`src/rtl/upstream_risk_engine.sv`:
```
// Multi-client pre-trade risk checker: per-client exposure/limit RAM, a read-check-write
// sequencer and a one-cycle verdict.
//
// state | meaning
// INIT  | post-reset sweep, clears one client slot per cycle
// IDLE  | ready for a request
// RD    | RAM read of the latched client in flight
// EX    | check evaluated, RAM written, verdict registered
// RSP   | verdict strobe on the response channel
module upstream_risk_engine #(
  parameter int                DATA_W      = 32,
  parameter int                NUM_CLIENTS = 32,
  parameter int                CLIENT_W    = 5,
  parameter logic [DATA_W-1:0] DEFAULT_MAX = '0
) (
  input  logic                clk,
  input  logic                rst_n,
  input  logic                req_valid,
  output logic                req_ready,
  input  logic [1:0]          req_type,
  input  logic [CLIENT_W-1:0] client_id,
  input  logic [DATA_W-1:0]   amount,
  output logic                resp_valid,
  output logic                resp_accept,
  output logic [1:0]          resp_reason,
  output logic [CLIENT_W-1:0] resp_client,
  output logic [DATA_W-1:0]   exposure_out,
  output logic [DATA_W-1:0]   max_out
);

  typedef enum logic [2:0] {INIT, IDLE, RD, EX, RSP} state_t;

  localparam logic [CLIENT_W:0]   NUM_C = (CLIENT_W+1)'(NUM_CLIENTS);
  localparam logic [CLIENT_W-1:0] LAST  = CLIENT_W'(NUM_CLIENTS - 1);

  state_t state, state_nxt;

  logic [DATA_W-1:0]   exp_mem [NUM_CLIENTS];
  logic [DATA_W-1:0]   max_mem [NUM_CLIENTS];

  logic [CLIENT_W-1:0] sweep_cnt;
  logic [1:0]          req_type_q;
  logic [CLIENT_W-1:0] req_client_q;
  logic [DATA_W-1:0]   req_amount_q;
  logic [DATA_W-1:0]   rd_exp, rd_max;
  logic                acc_q;
  logic [1:0]          reason_q;

  logic                bad;
  logic [CLIENT_W-1:0] rd_addr;
  logic [DATA_W:0]     sum;
  logic [DATA_W-1:0]   new_exp, new_max;
  logic                ex_accept, wr_ok;
  logic [1:0]          ex_reason;

  always_ff @(posedge clk) begin
    if (!rst_n) state <= INIT;
    else        state <= state_nxt;
  end

  always_comb begin
    state_nxt   = state;
    req_ready   = 1'b0;
    resp_valid  = 1'b0;
    resp_accept = 1'b0;
    resp_reason = 2'b00;
    case (state)
      INIT: if (sweep_cnt == LAST) state_nxt = IDLE;
      IDLE: begin
        req_ready = 1'b1;
        if (req_valid) state_nxt = RD;
      end
      RD:   state_nxt = EX;
      EX:   state_nxt = RSP;
      RSP: begin
        resp_valid  = 1'b1;
        resp_accept = acc_q;
        resp_reason = reason_q;
        state_nxt   = IDLE;
      end
      default: state_nxt = INIT;
    endcase
  end

  // Out-of-range clients never touch the RAM; their read is steered to slot 0 and discarded.
  assign bad     = (req_type_q == 2'b11) || ({1'b0, req_client_q} >= NUM_C);
  assign rd_addr = bad ? '0 : req_client_q;
  assign sum     = {1'b0, rd_exp} + {1'b0, req_amount_q};

  always_comb begin
    new_exp   = rd_exp;
    new_max   = rd_max;
    ex_accept = 1'b1;
    ex_reason = 2'b00;
    wr_ok     = 1'b0;
    if (bad) begin
      ex_accept = 1'b0;
      ex_reason = 2'b11;
    end else begin
      case (req_type_q)
        2'b00: begin
          if (sum[DATA_W]) begin
            ex_accept = 1'b0;
            ex_reason = 2'b10;
          end else if (sum[DATA_W-1:0] > rd_max) begin
            ex_accept = 1'b0;
            ex_reason = 2'b01;
          end else begin
            new_exp = sum[DATA_W-1:0];
            wr_ok   = 1'b1;
          end
        end
        2'b01: begin
          new_max = req_amount_q;
          wr_ok   = 1'b1;
        end
        2'b10: begin
          new_exp = (req_amount_q > rd_exp) ? '0 : rd_exp - req_amount_q;
          wr_ok   = 1'b1;
        end
        default: ;
      endcase
    end
  end

  always_ff @(posedge clk) begin
    if (!rst_n) begin
      sweep_cnt    <= '0;
      req_type_q   <= '0;
      req_client_q <= '0;
      req_amount_q <= '0;
      rd_exp       <= '0;
      rd_max       <= '0;
      acc_q        <= 1'b0;
      reason_q     <= 2'b00;
      resp_client  <= '0;
      exposure_out <= '0;
      max_out      <= '0;
    end else begin
      if (state == INIT) sweep_cnt <= sweep_cnt + 1'b1;
      if (state == IDLE && req_valid) begin
        req_type_q   <= req_type;
        req_client_q <= client_id;
        req_amount_q <= amount;
      end
      if (state == RD) begin
        rd_exp <= exp_mem[rd_addr];
        rd_max <= max_mem[rd_addr];
      end
      if (state == EX) begin
        acc_q        <= ex_accept;
        reason_q     <= ex_reason;
        resp_client  <= req_client_q;
        exposure_out <= bad ? '0 : new_exp;
        max_out      <= bad ? '0 : new_max;
      end
    end
  end

  always_ff @(posedge clk) begin
    if (rst_n) begin
      if (state == INIT) begin
        exp_mem[sweep_cnt] <= '0;
        max_mem[sweep_cnt] <= DEFAULT_MAX;
      end else if (state == EX && wr_ok) begin
        exp_mem[req_client_q] <= new_exp;
        max_mem[req_client_q] <= new_max;
      end
    end
  end

endmodule

```
`config.mk`:
```
export PLATFORM = sky130hd
export DESIGN_NAME = upstream_risk_engine
export DESIGN_NICKNAME = d
export VERILOG_FILES = /design/src/rtl/upstream_risk_engine.sv
export SDC_FILE = /design/constraint.sdc
export NUM_CORES = 2
export LEC_CHECK = 0
export BUFFER_PORTS_ARGS = -buffer_cell sky130_fd_sc_hd__buf_2
export CORE_AREA = 2 2 521 316
export CTS_CLUSTER_DIAMETER = 150
export DETAILED_ROUTE_END_ITERATION = 8
export DIE_AREA = 0 0 523 318
export GPL_TIMING_DRIVEN = 0
export PLACE_DENSITY = 0.75
export SLEW_MARGIN = 40
export SYNTH_ARGS = -nofsm -noshare
export SYNTH_HDL_FRONTEND = slang
export SYNTH_SLANG_ARGS = --single-unit
```
`constraint.sdc`:
```
create_clock -name clk -period 7.18 [get_ports clk]
set_input_delay 0.359 -clock clk [delete_from_list [all_inputs] [get_ports clk]]
set_output_delay 0.359 -clock clk [all_outputs]
set_load 0.05 [all_outputs]
```
==> impl_metrics.tcl <==
set metrics [dict create \
    status "finished, violations left" \
    ant_nets 0 \
    final_cells 8772 \
    async_reset_ff_share_pct 0 \
    row_count 115 \
    drt-initial-drc-count 10600 \
    pre_cts_ws_ns -1.01 \
    hold_viol 0 \
    setup_slack_ns 0.0554 \
    p_leak_nw 38.6 \
    portBuffers 115 \
    antenna_found_initial 15 \
    syn_to_final_growth_pct 17.2 \
    clockBufferDepth 4 \
    fin_setup_tns_ns 0 \
    syn_area_per_cell_um2 15.7 \
    die_area_mm2 0.166 \
    ys_ff_latch 2231 \
    drv_slew 0 \
    critPathKind "reg2reg" \
    cts-root-buf "clkbuf_16" \
    period_needed_ns 7.12 \
    grt_pass1_vias 57000 \
    synth_area_mm2 0.0916 \
    worstSetupEndpointType "register" \
    htree_levels 4 \
    fp.dieW_um 523 \
    arrival_ns 7.78 \
    nNetsFinal 6590 \
    synthTopCellsByArea "edfxtp_1 (67%), mux4_2 (6.3%), dfxtp_1 (4.0%), mux2i_1 (3.2%), nand2_1 (3.1%)" \
    slew-limit-headroom_pct 32.9 \
    crit_path_start_kind "register" \
    clock_skew_ns 0.116 \
    dp_cells 8330 \
    wire_per_inst_um 34.0 \
    via_per_inst 6.83 \
    dr.pass1.iters 9 \
    die_h_um 318 \
    start_util_pct 56.5 \
    violations "DRC" \
    path_clk_slew_ns 0.07 \
    numCtsBuffers 196 \
    grt_remaining_overflow 0 \
    fmax_mhz 140 \
    synth_top_area_share_pct 67.2 \
    fillers 10600 \
    drc_errors 19 \
    grtUsageTotal_pct 35.6 \
    clk-insertion-delay-late_ns 0.89 \
    syn_inst 5831 \
    yosysUniqueCellTypes 96 \
    grt_pass1_wl_um 418000 \
    drive_above_1_share_pct 18.7 \
    cts.sinks 2231 \
    setup_viol 0 \
    seq_area_frac_synth_pct 71.2 \
    synth_edf_count 2048 \
    pwr_density_cell_mw_per_mm2 233 \
    peakVddDrop_v 0.000364 \
    grt_max_degree 33 \
    fin_hold_ws_ns 0.110 \
    core_mm2 0.162 \
    hpwl_um 212000 \
    cts_tree "built" \
    synth_fp_nets 5977 \
    seq_area_mm2 0.0652 \
    hold_path.class "in2reg" \
    yosysTopAreaCell "edfxtp_1" \
    multi_input_area_mm2 0.0254 \
    path_max_fanout 28 \
    ys.flop_type "edfxtp_1" \
    maxCapViolCount 0 \
    fin_crit_sh_pct 99.2 \
    crit_required_ns 7.84 \
    drt-total-wl_um 299000 \
    yosysWarningCount 0 \
    worstMarginPinSlew_ns 1.00 \
    final_core_util_pct 66.2 \
    gp_congestion 1.04 \
    ios 116 \
    routed-via-count 59900 \
]
cell families (layout without fill, tap and decap cells):
logic type / Yosys count / count (layout) / share of synthesized area [%]
DFF: 2231 / 2231 / 71.2
AOI/OAI and AO/OA: 1275 / 1275 / 10.0
and+or+nand+nor: 1112 / 1112 / 5.19
muxes: 548 / 548 / 9.50
buffers and inverters: 514 / 1283 / 2.26
adders and majority gates: 104 / 104 / 1.44
xor gates and xnor gates: 47 / 47 / 0.449
other: 0 / 8 / 0
registers in the layout (all words and copies together) (netlist names):
signal / count
exp_mem: 1024
max_mem: 1024
exposure_out: 32
max_out: 32
rd_exp: 32
rd_max: 32
req_amount_q: 32
req_client_q: 5
resp_client: 5
sweep_cnt: 5
state: 3
reason_q: 2
req_type_q: 2
acc_q: 1
what timing repair did:
| item | in CTS | in global routing |
|---|---|---|
| gates resized for setup | 12 | 26 |
| endpoints found under the setup margin | 4062 | 3112 |
| pin swaps | 13 | 14 |
| hold endpoints to repair | 39 | 0 |
| hold buffers | 39 | 0 |
| setup buffers | 14 | 22 |
layout make-up:
cell class	instances	share of cell area (%)
Inverter	113	0.399
Clock buffer	244	4.95
Buffer	401	1.60
Multi-Input combinational cell	3086	23.7
Tap cell	2164	2.52
Clock inverter	110	0.908
Sequential cell	2231	60.7
Antenna cell	8	0.0187
Timing Repair Buffer	415	5.16
stage by stage:
stage / power [mW] / instance area, um2
after floorplan: 14.5 / 91600
after global placement: 14.6 / 94900
after detailed placement: 14.6 / 100000
after CTS: 24.9 / 107000
after global routing: 25.4 / 107000
final: 25.0 / 107000
power by group:
| group | leakage [nW] | switching, mW | internal [mW] |
|---|---|---|---|
| sequential | 24.0 | 0.0196 | 14.0 |
| clock | 3.09 | 4.80 | 5.80 |
| combinational | 11.5 | 0.203 | 0.126 |
| total | 38.6 | 5.02 | 20.0 |
final timing paths:
| kind | slack [ns] | from | end | cells past startpoint |
|---|---|---|---|---|
| max | 0.06 | rd_exp[25] | exp_mem[8][17] | 21 |
| min | 0.11 | req_valid | state[0] | 4 |
| max reg2reg | 0.06 | rd_exp[25] | exp_mem[8][17] | 21 |
| min reg2reg | 0.46 | exposure_out[0] | exposure_out[0] | 2 |
synthesized netlist by cell type, types with 14 or more instances:
master    instances
xnor2_1          42
buf_2            73
nand2b_1         18
ha_1            102
o211a_1          69
buf_1            52
nor3_1           59
inv_1           109
nand3_1          26
and2_1           21
nor2_1          122
a21oi_1         177
dfxtp_1         183
clkbuf_1        266
mux4_2          257
o221ai_1        257
nor2b_1          55
edfxtp_1       2048
mux2i_1         291
o211ai_1        272
a21boi_0         49
a21o_1           16
o21ai_0         263
nand2_1         745
o21ai_1          14
critical path: stages, from the launching register on:
cell	delay, ns
dfxtp_1	0.47
ha_2	0.52
clkinvlp_4	0.24
a21oi_1	0.26
o211ai_1	0.34
a2111oi_4	0.64
nor2_2	0.12
a31o_1	0.29
xnor2_1	0.16
ha_1	0.32
nand2_1	0.07
or4_1	0.62
o31a_1	0.29
a2bb2oi_2	0.15
o211a_1	0.14
buf_4	0.19
a21oi_1	0.61
buf_2	0.43
a221oi_1	0.22
buf_2	0.24
nor2_4	0.26
buf_8	0.26
layout by cell type (no fill, tap or decap), types with 18 or more instances in the layout:
| master | n |
|---|---|
| edfxtp_1 | 2048 |
| nand2_1 | 745 |
| mux2i_1 | 291 |
| o211ai_1 | 272 |
| o21ai_0 | 260 |
| clkbuf_1 | 260 |
| o221ai_1 | 257 |
| mux4_2 | 257 |
| buf_2 | 206 |
| clkbuf_16 | 202 |
| dfxtp_1 | 171 |
| buf_8 | 135 |
| a21oi_1 | 133 |
| inv_1 | 110 |
| ha_1 | 101 |
| nor2_1 | 75 |
| buf_16 | 75 |
| o211a_1 | 68 |
| nor2b_1 | 55 |
| nor3_1 | 54 |
| a21boi_0 | 49 |
| buf_4 | 47 |
| a21oi_4 | 44 |
| nor2_4 | 44 |
| xnor2_1 | 42 |
| clkinv_2 | 42 |
| clkbuf_2 | 39 |
| dlygate4sd3_1 | 39 |
| buf_1 | 34 |
| clkinv_1 | 30 |
| nand3_1 | 26 |
| and2_1 | 19 |
| nand2b_1 | 18 |
layer usage:
layer	part of all wire (%)	vias up	track usage [%]
met3	17	644	14.8
met4	3.7	16	11.3
met5	0.029	-	0
met2	40	5000	47.9
met1	39	30000	52.4
li1	-	24200	-
Power figures use the tool's default switching activity.
